[config.mk]
export PLATFORM = sky130hd
export DESIGN_NAME = setpoint_ramp_flat
export DESIGN_NICKNAME = d
export VERILOG_FILES = /design/src/rtl/setpoint_ramp_if.sv /design/src/rtl/setpoint_ramp.sv /design/src/flat_wrapper.sv
export SDC_FILE = /design/constraint.sdc
export NUM_CORES = 1
export LEC_CHECK = 0
export CAP_MARGIN = 20
export CORE_MARGIN = 3
export CORE_UTILIZATION = 55
export DETAILED_ROUTE_END_ITERATION = 7
export PLACE_DENSITY_LB_ADDON = 0.1
export SLEW_MARGIN = 10
export SYNTH_ARGS = -nofsm -noshare
export SYNTH_HDL_FRONTEND = slang
export SYNTH_SLANG_ARGS = --single-unit
[constraint.sdc]
create_clock -name clk -period 7.7 [get_ports clk]
set_input_delay 1.54 -clock clk [delete_from_list [all_inputs] [get_ports clk]]
set_output_delay 1.54 -clock clk [all_outputs]
set_load 0.05 [all_outputs]
[src/rtl/setpoint_ramp_if.sv]
// Output channel of the setpoint ramp: ramped left/right sample plus a valid/ready handshake.
interface setpoint_ramp_if #(
  parameter int DW = 16
);
  logic signed [DW-1:0] left_out;
  logic signed [DW-1:0] right_out;
  logic                 out_valid;
  logic                 out_ready;

  modport master (output left_out, right_out, out_valid, input out_ready);
  modport slave  (input left_out, right_out, out_valid, output out_ready);
endinterface

[src/rtl/setpoint_ramp.sv]
// Rate-limits left/right setpoints toward captured targets once per control tick and
// presents each new sample on a valid/ready channel, counting ticks lost to backpressure.
module setpoint_ramp #(
  parameter int DW = 16,
  parameter int SW = 8,
  parameter int OW = 8
) (
  input  logic                 clk,
  input  logic                 reset,
  input  logic signed [DW-1:0] left_tgt,
  input  logic signed [DW-1:0] right_tgt,
  input  logic                 tick,
  input  logic [SW-1:0]        step,
  setpoint_ramp_if.master      out_if,
  output logic                 settled,
  output logic [OW-1:0]        overrun_cnt
);

  typedef enum logic [0:0] {
    IDLE_S    = 1'b0,
    PRESENT_S = 1'b1
  } state_t;

  state_t               state_r;
  state_t               state_nxt_s;
  logic                 accept_s;
  logic                 drop_s;
  logic signed [DW-1:0] left_r;
  logic signed [DW-1:0] right_r;
  logic signed [DW-1:0] ltgt_r;
  logic signed [DW-1:0] rtgt_r;
  logic signed [DW-1:0] left_nxt_s;
  logic signed [DW-1:0] right_nxt_s;
  logic signed [DW-1:0] left_d_s;
  logic signed [DW-1:0] right_d_s;
  logic signed [DW-1:0] ltgt_d_s;
  logic signed [DW-1:0] rtgt_d_s;
  logic                 out_valid_r;
  logic                 settled_r;
  logic [OW-1:0]        ovr_r;

  // One extra bit keeps tgt-cur and cur+/-step exact; the move never overshoots the target.
  function automatic logic [DW-1:0] ramp_step(input logic [DW-1:0] cur,
                                              input logic [DW-1:0] tgt,
                                              input logic [SW-1:0] stp);
    logic signed [DW:0] cur_x;
    logic signed [DW:0] d_x;
    logic signed [DW:0] mag_x;
    logic signed [DW:0] stp_x;
    cur_x = $signed({cur[DW-1], cur});
    d_x   = $signed({tgt[DW-1], tgt}) - cur_x;
    mag_x = d_x[DW] ? -d_x : d_x;
    stp_x = $signed({{(DW+1-SW){1'b0}}, stp});
    if (mag_x <= stp_x) begin
      ramp_step = tgt;
    end else if (d_x[DW] == 1'b0) begin
      ramp_step = DW'(cur_x + stp_x);
    end else begin
      ramp_step = DW'(cur_x - stp_x);
    end
  endfunction

  // Next-state decode: accept ticks in IDLE, drop them while a sample is pending.
  always_comb begin
    state_nxt_s = state_r;
    accept_s    = 1'b0;
    drop_s      = 1'b0;
    case (state_r)
      IDLE_S: begin
        if (tick) begin
          accept_s    = 1'b1;
          state_nxt_s = PRESENT_S;
        end else begin
          state_nxt_s = IDLE_S;
        end
      end
      PRESENT_S: begin
        drop_s = tick;
        if (out_if.out_ready) begin
          state_nxt_s = IDLE_S;
        end else begin
          state_nxt_s = PRESENT_S;
        end
      end
      default: begin
        state_nxt_s = IDLE_S;
      end
    endcase
  end

  // Candidate ramp values and the register contents they would produce.
  always_comb begin
    left_nxt_s  = ramp_step(left_r, left_tgt, step);
    right_nxt_s = ramp_step(right_r, right_tgt, step);
    if (accept_s) begin
      left_d_s  = left_nxt_s;
      right_d_s = right_nxt_s;
      ltgt_d_s  = left_tgt;
      rtgt_d_s  = right_tgt;
    end else begin
      left_d_s  = left_r;
      right_d_s = right_r;
      ltgt_d_s  = ltgt_r;
      rtgt_d_s  = rtgt_r;
    end
  end

  // State, datapath and status registers; reset wins over every other action.
  always_ff @(posedge clk) begin
    if (reset) begin
      state_r     <= IDLE_S;
      left_r      <= {DW{1'b0}};
      right_r     <= {DW{1'b0}};
      ltgt_r      <= {DW{1'b0}};
      rtgt_r      <= {DW{1'b0}};
      out_valid_r <= 1'b0;
      settled_r   <= 1'b1;
      ovr_r       <= {OW{1'b0}};
    end else begin
      state_r     <= state_nxt_s;
      left_r      <= left_d_s;
      right_r     <= right_d_s;
      ltgt_r      <= ltgt_d_s;
      rtgt_r      <= rtgt_d_s;
      out_valid_r <= (state_nxt_s == PRESENT_S);
      settled_r   <= (left_d_s == ltgt_d_s) && (right_d_s == rtgt_d_s);
      if (drop_s && (ovr_r != {OW{1'b1}})) begin
        ovr_r <= ovr_r + {{(OW-1){1'b0}}, 1'b1};
      end else begin
        ovr_r <= ovr_r;
      end
    end
  end

  assign out_if.left_out  = left_r;
  assign out_if.right_out = right_r;
  assign out_if.out_valid = out_valid_r;
  assign settled          = settled_r;
  assign overrun_cnt      = ovr_r;

endmodule

[src/flat_wrapper.sv]
// flat-port wrapper written by rule: the top's interface ports become plain ports
module setpoint_ramp_flat 
#(
  parameter int DW = 16,
  parameter int SW = 8,
  parameter int OW = 8
)
  (clk, reset, left_tgt, right_tgt, tick, step, settled, overrun_cnt, out_if_left_out, out_if_right_out, out_if_out_valid, out_if_out_ready);
  setpoint_ramp_if #(.DW(DW)) out_if_i ();
  input  logic clk;
  input  logic reset;
  input  logic signed [DW-1:0] left_tgt;
  input  logic signed [DW-1:0] right_tgt;
  input  logic tick;
  input  logic [SW-1:0] step;
  output logic settled;
  output logic [OW-1:0] overrun_cnt;
  output wire logic [$bits(out_if_i.left_out)-1:0] out_if_left_out;
  output wire logic [$bits(out_if_i.right_out)-1:0] out_if_right_out;
  output wire logic [$bits(out_if_i.out_valid)-1:0] out_if_out_valid;
  input wire logic [$bits(out_if_i.out_ready)-1:0] out_if_out_ready;
  assign out_if_left_out = out_if_i.left_out;
  assign out_if_right_out = out_if_i.right_out;
  assign out_if_out_valid = out_if_i.out_valid;
  assign out_if_i.out_ready = out_if_out_ready;
  setpoint_ramp #(.DW(DW), .SW(SW), .OW(OW)) u_core (.clk(clk), .reset(reset), .left_tgt(left_tgt), .right_tgt(right_tgt), .tick(tick), .step(step), .out_if(out_if_i), .settled(settled), .overrun_cnt(overrun_cnt));
endmodule
==> impl_metrics.tcl, run 1 <==
set metrics [dict create \
    worstSkewPairLatency_ps 350 \
    synth_seq_cells 74 \
    ys_warn_count 0 \
    rsz0062_at_grt "no" \
    numClockSinks 74 \
    grt_pass1_vias 8202 \
    arrival_ps 7510 \
    cts_resized 0 \
    power_frac_clock_pct 16.8 \
    cts_hold_buf 0 \
    io_pins 86 \
    whs_path_depth 2 \
    dieWidth_um 133 \
    yosysUniqueCellTypes 95 \
    post_cts_buffers 0 \
    final.setup_skew_ps 5.53 \
    p_int_mw 1.46 \
    ys_async_sr_fraction_pct 0 \
    tritoncts "yes" \
    dr.pass1.iters 5 \
    nNetsFinal 1349 \
    post_drt_wl_per_cell_um 18.0 \
    pwr-share-comb_pct 65.2 \
    yosys-top-cells-count "nand2_1 (141), nor2_1 (102), a21oi_1 (89), xnor2_1 (89), ha_1 (83)" \
    synth_top_cell_area_share_pct 16.8 \
    synth_area_um2 8810 \
    dieArea_um2 17600 \
    r2r_cells 23 \
    core_um2 15400 \
    p_leak_nw 4.16 \
    fillers 1435 \
    num_rows 45 \
    avgSynthCellArea_um2 7.54 \
    grt_pass1_wl_um 42600 \
    p_total_mw 2.76 \
    dpl-instance-area_um2 9740 \
    synth_ff_type "dfxtp_1" \
    htree_levels 3 \
    numCtsBuffers 9 \
    worstPathRequired_ps 7980 \
    synthesis.nets 1299 \
    post-route-util_pct 65.2 \
    drt_iter0_markers 570 \
    synth_edf_count 0 \
    drv_slew 0 \
    worst_hold_path.endpoint "u_core.ltgt_r[3]$_SDFF_PP0_" \
    postLayoutCellArea_um2 10100 \
    timing.rr.end "u_core.settled$_SDFF_PP1_" \
    clock_path_buffers 2 \
    min_from "u_core.ltgt_r[3]$_SDFF_PP0_" \
    globalplace.congestion 0.917 \
    drive_above_1_share_pct 6.46 \
    setup_viol 0 \
    drv_cap 0 \
    vias_per_cell 5.97 \
    worstMarginPinSlew_ps 874 \
    grt_max_degree 85 \
    clk_pin_slew_ps 60 \
    max-slew-margin-rel_pct 41.7 \
    drtAntennaViolNets 0 \
    r2r_start "u_core.out_if.left_out[2]$_SDFF_PP0_" \
    hold_ws_ps 467 \
    cp-end-kind "register" \
    finalNonFillerCells 1434 \
    wirelength_um 25800 \
    start_kind "input port" \
    drc 0 \
    portBuffers 85 \
    num_antenna_cells 0 \
    finalSetupTns_ps 0 \
    synthCells 1168 \
    fmax_ghz 0.138 \
    area_delta_synth_final_pct 14.3 \
    min_path_type "reg -> reg" \
    start_util_pct 57.1 \
    worstPathMaxFanout 4 \
    die_y_um 133 \
    seq_power_share_pct 18.0 \
    p_sw_mw 1.31 \
    vdd_ir_drop_max_mv 0.146 \
    ctsRootBufferMaster "clkbuf_16" \
    fin_crit_sh_pct 93.9 \
    dp_hpwl_um 19800 \
    swShare_pct 47.3 \
    outcome "finished clean" \
    grtUsageTotal_pct 29.2 \
    ys_seq_area_share_pct 16.8 \
    grt-ovfl-total 0 \
    finalCriticalPeriod_ps 7230 \
    num_vias 8563 \
    final.setup.worst_slack_ps 469 \
    dp.cells 1418 \
    reg2reg_setup_slack_ps 1790 \
    post-synth-top-area-cell "dfxtp_1" \
    crit_type "in -> reg" \
    synth_most_common_cell "nand2_1" \
    cellPowerDensity_nw_per_um2 274 \
    synth_area_leaders "dfxtp_1 (17%), ha_1 (12%), xnor2_1 (8.9%)" \
    antenna_found_initial 0 \
    pre_cts_ws_ps 237 \
    hold_viol 0 \
]
metal layers:
layer	up-vias	routed length [um]	GRT usage (%)
met2	248	12600	51.1
met5	-	0	0
met4	0	697	9.01
met3	49	1150	3.88
li1	4265	-	-
met1	4001	11400	37.3
power by group through the flow:
stage / clock, mW / combinational, mW / sequential (mW)
after floorplan: 0 / 1.30 / 0.579
after global placement: 0 / 1.75 / 0.506
after detailed placement: 0 / 1.77 / 0.506
after CTS: 0.469 / 1.79 / 0.497
after global routing: 0.482 / 1.99 / 0.503
final: 0.463 / 1.80 / 0.498
critical path, cell delays in order:
cell	delay [ps]
clkdlybuf4s50_1	590
inv_1	70
ha_1	220
fa_1	430
and2b_1	290
o2111a_1	220
o311ai_2	160
a21oi_1	320
o21bai_1	170
nor2_1	140
xnor2_1	140
ha_1	290
nor2b_1	150
o21ai_0	220
a21boi_0	200
o41ai_1	460
a21oi_1	170
nor2_1	200
o21ai_0	130
a21oi_1	200
xnor2_1	180
xor2_1	100
o41a_1	400
o22ai_1	300
a41o_1	220
cells in the final DEF, fill, tap and decap left out, drive strengths merged, types with 5 or more instances in the layout:
master,instances
nand4,16
nand3,24
o21a,15
o211a,5
buf,12
inv,71
xnor2,90
or2,8
a21oi,90
ha,83
nor3,20
nor3b,7
o31ai,5
nand2b,13
o2111ai,8
a21boi,6
o211ai,10
nand2,141
a211oi,28
xor2,47
a31oi,11
and3,5
a311oi,9
nor2,103
dfxtp,74
mux2i,21
clkbuf,10
or3,11
nor2b,17
a21o,17
o21ai,72
clkdlybuf4s50,84
mux2,5
nor4,9
o22ai,5
final cells by class:
cell class              instances  area, um^2  area share (%)
well taps                     211         264            2.62
repair buffers                 96         941            9.35
multi-input cells             967        6800            67.5
clock inverters                 6        90.1           0.895
clock buffers                  10         229            2.28
inverters                      70         263            2.61
flip-flops and latches         74        1480            14.7
flip-flops by register name (all words and copies together), names as in the netlist:
signal and count:
u_core.out_if.right_out 16, u_core.ltgt_r 16, u_core.rtgt_r 16, u_core.out_if.left_out 16, u_core.state_r 1, u_core.overrun_cnt 8, u_core.settled 1
cells by family (layout without fill, tap and decap cells):
group                    Yosys count  in the layout  share of synthesized area, %
adder cells (fa/ha/maj)           87             87                          12.7
flip-flops                        74             74                          16.8
AND/OR/NAND/NOR                  388            388                          21.5
buffers and inverters            127            182                          6.14
XOR/XNOR                         137            137                          13.7
AO/OA/AOI/OAI                    329            329                          26.1
multiplexers                      26             26                          3.07
worst max path at each step:
stage                      start                        end  slack [ps]
finish               left_tgt[0]  u_core.settled$_SDFF_PP1_         470
global route        right_tgt[0]  u_core.settled$_SDFF_PP1_          20
CTS                  left_tgt[0]  u_core.settled$_SDFF_PP1_         540
detailed placement   left_tgt[0]  u_core.settled$_SDFF_PP1_         240
global placement     left_tgt[0]  u_core.settled$_SDFF_PP1_         310
floorplan            left_tgt[0]  u_core.settled$_SDFF_PP1_        1440
(Power assumes the default switching activity.)
==> inputs of run 2 (changes only) <==
--- a/config.mk
+++ b/config.mk
@@ -5,6 +5,7 @@
 export SDC_FILE = /design/constraint.sdc
 export NUM_CORES = 1
 export LEC_CHECK = 0
+export ABC_AREA = 1
 export CAP_MARGIN = 20
 export CORE_MARGIN = 3
 export CORE_UTILIZATION = 55
==> constraint.sdc (replaced) <==
create_clock -name clk -period 7.7 [get_ports clk]
set_input_delay 1.155 -clock clk [delete_from_list [all_inputs] [get_ports clk]]
set_output_delay 1.155 -clock clk [all_outputs]
set_load 0.05 [all_outputs]
==> impl_metrics.tcl, run 2 <==
set metrics [dict create \
    outcome "finished clean" \
    dp.cells 1924 \
    grt_pass1_vias 8790 \
    start_kind "input port" \
    grt-ovfl-total 0 \
    clk_pin_slew_ps 60 \
    drtAntennaViolNets 0 \
    synth_most_common_cell "nand2_1" \
    synth-compound-area-share_pct 8.37 \
    num_antenna_cells 0 \
    post_cts_buffers 0 \
    worstPathRequired_ps 7930 \
    htree_levels 3 \
    grtUsageTotal_pct 29.1 \
    drv_slew 0 \
    die_y_um 136 \
    timing.rr.end "u_core.settled$_SDFF_PP1_" \
    vias_per_cell 5.30 \
    setup_viol 0 \
    antenna_found_initial 0 \
    finalNonFillerCells 1940 \
    dpl-instance-area_um2 10200 \
    yosys-top-cells-count "nand2_1 (539), inv_1 (240), nor2_1 (224), nand3_1 (149), ha_1 (83)" \
    synthCells 1654 \
    grt_max_degree 70 \
    synth_area_leaders "nand2_1 (22%), dfxtp_1 (16%), ha_1 (11%)" \
    route.met2.wl_um 11100 \
    rsz0062_at_grt "no" \
    tritoncts "yes" \
    cellPowerDensity_nw_per_um2 333 \
    synth_top_cell_area_share_pct 21.9 \
    synth_simple_gate_area_share_pct 47.1 \
    cp-end-kind "register" \
    min_path_type "reg -> reg" \
    p_int_mw 1.57 \
    vdd_ir_drop_max_mv 0.259 \
    clock_path_buffers 2 \
    start_util_pct 57.1 \
    ys_seq_area_share_pct 16.0 \
    num_rows 46 \
    drive_above_1_share_pct 3.71 \
    finalCriticalPeriod_ps 6540 \
    synth_seq_cells 74 \
    synth_area_um2 9240 \
    avgSynthCellArea_um2 5.59 \
    core_um2 16200 \
    fillers 1616 \
    drc 0 \
    synth.mux.area_fraction_pct 0.433 \
    dp_hpwl_um 21600 \
    final.setup_skew_ps 6.11 \
    p_leak_nw 5.67 \
    cp-startpoint "right_tgt[0]" \
    post-route-util_pct 64.8 \
    power_frac_clock_pct 11.2 \
    dieWidth_um 136 \
    fin_crit_sh_pct 84.9 \
    regArea_um2 1480 \
    ys_warn_count 0 \
    max-slew-margin-rel_pct 34.3 \
    fmax_ghz 0.153 \
    post-synth-top-area-cell "nand2_1" \
    top_layer "met4" \
    r2r_cells 31 \
    ctsRootBufferMaster "clkbuf_16" \
    postLayoutCellArea_um2 10500 \
    drv_cap 0 \
    synthesis.nets 1785 \
    worstMarginPinSlew_ps 984 \
    route.met3.wl_um 2110 \
    worstPathMaxFanout 24 \
    pre_cts_ws_ps 931 \
    layout_common_cells "nand2_1 (539), inv_1 (240), nor2_1 (223)" \
    grt_pass1_wl_um 43700 \
    dr.pass1.iters 7 \
    setup.worst_path.end "u_core.settled$_SDFF_PP1_" \
    post_drt_wl_per_cell_um 13.9 \
    globalplace.congestion 0.937 \
    p_sw_mw 1.92 \
    cpPeakStageDelay_ps 530 \
    num_vias 10275 \
    swShare_pct 55.0 \
    m1WireLength_um 13500 \
    numClockSinks 74 \
    seq_power_share_pct 14.3 \
    arrival_ps 6770 \
    synth_ff_type "dfxtp_1" \
    cts_resized 0 \
    synth_fa_ha_area_share_pct 12.1 \
    cpMostUsedCell "nand2_1" \
    worstSkewPairLatency_ps 340 \
    nNetsFinal 1850 \
    crit_type "in -> reg" \
    reg2reg_setup_slack_ps 2060 \
    final.setup.worst_slack_ps 1160 \
    slowest_stage "clkdlybuf4s50_1" \
    hold_viol 0 \
    finalSetupTns_ps 0 \
    wirelength_um 27000 \
    io_pins 86 \
    layout_commonest_cell "nand2_1" \
    portBuffers 85 \
    numCtsBuffers 9 \
    drt_iter0_markers 1019 \
    yosysUniqueCellTypes 44 \
    synth_edf_count 0 \
    multi_input_area_um2 6670 \
    synthXorXnorAreaFrac_pct 4.08 \
    ys_async_sr_fraction_pct 0 \
    cts_hold_buf 0 \
    dieArea_um2 18400 \
    r2r_start "u_core.out_if.right_out[11]$_SDFF_PP0_" \
    pwr-share-comb_pct 74.5 \
    area_delta_synth_final_pct 13.5 \
    synth_top_family_by_area "simple AND/OR/NAND/NOR gates" \
]
-- run 2: changes by cell type after synthesis, sizes merged, moves of 21 or more --
| cell | delta |
|---|---|
| nor2 | +131 |
| a211oi | -26 |
| inv | +176 |
| nand3b | +21 |
| nand2 | +411 |
| nand3 | +133 |
| xnor2 | -83 |
| a21oi | -21 |
-- run 2: layout make-up --
class                   instances  share of cell area, %
clock inverters                 6                  0.394
clock buffers                  10                   2.18
multi-input cells            1299                   63.6
well taps                     216                   2.58
flip-flops and latches         74                   14.1
repair buffers                 88                   8.28
inverters                     247                   8.87
-- run 2: stage by stage --
stage	total power [mW]	hold WS [ps]
after floorplan	2.50	468
after global placement	3.02	478
after detailed placement	3.05	477
after CTS	3.46	488
after global routing	3.86	523
final	3.49	484
-- run 2: how the worst min path moves through the flow --
stage | start | end | cells past startpoint
CTS | u_core.overrun_cnt[4]$_SDFFE_PP0P_ | u_core.overrun_cnt[4]$_SDFFE_PP0P_ | 2
global route | u_core.overrun_cnt[4]$_SDFFE_PP0P_ | u_core.overrun_cnt[4]$_SDFFE_PP0P_ | 2
floorplan | u_core.ltgt_r[12]$_SDFF_PP0_ | u_core.ltgt_r[12]$_SDFF_PP0_ | 2
detailed placement | u_core.overrun_cnt[4]$_SDFFE_PP0P_ | u_core.overrun_cnt[4]$_SDFFE_PP0P_ | 2
finish | u_core.overrun_cnt[4]$_SDFFE_PP0P_ | u_core.overrun_cnt[4]$_SDFFE_PP0P_ | 2
global placement | u_core.overrun_cnt[4]$_SDFFE_PP0P_ | u_core.overrun_cnt[4]$_SDFFE_PP0P_ | 2
-- run 2: worst max-delay path, delay by kind of cell --
family                   cells  cell delay, ps
XOR/XNOR                     1             170
buffers and inverters        6            1250
AND/OR/NAND/NOR             19            1640
AO/OA/AOI/OAI                6            1670
adder cells (fa/ha/maj)      3             850
-- run 2: kinds of logic after synthesis --
family,after synthesis
multiplexers,4
adder cells (fa/ha/maj),87
buffers and inverters,281
flip-flops,74
AND/OR/NAND/NOR,1017
AO/OA/AOI/OAI,148
XOR/XNOR,43
-- run 2: power groups by stage --
| stage | logic, mW | registers, mW | clock network [mW] |
|---|---|---|---|
| 3_5_place_dp | 2.55 | 0.508 | 0 |
| 6_report | 2.60 | 0.500 | 0.390 |
| 5_1_grt | 2.94 | 0.506 | 0.414 |
| 3_3_place_gp | 2.51 | 0.507 | 0 |
| 2_1_floorplan | 1.87 | 0.632 | 0 |
| 4_1_cts | 2.56 | 0.499 | 0.397 |
-- run 2: per-layer routing --
layer	track usage [%]	up-vias
met4	6.16	0
met1	45.0	4511
met3	4.68	35
met2	42.4	361
li1	-	5368
met5	0	-
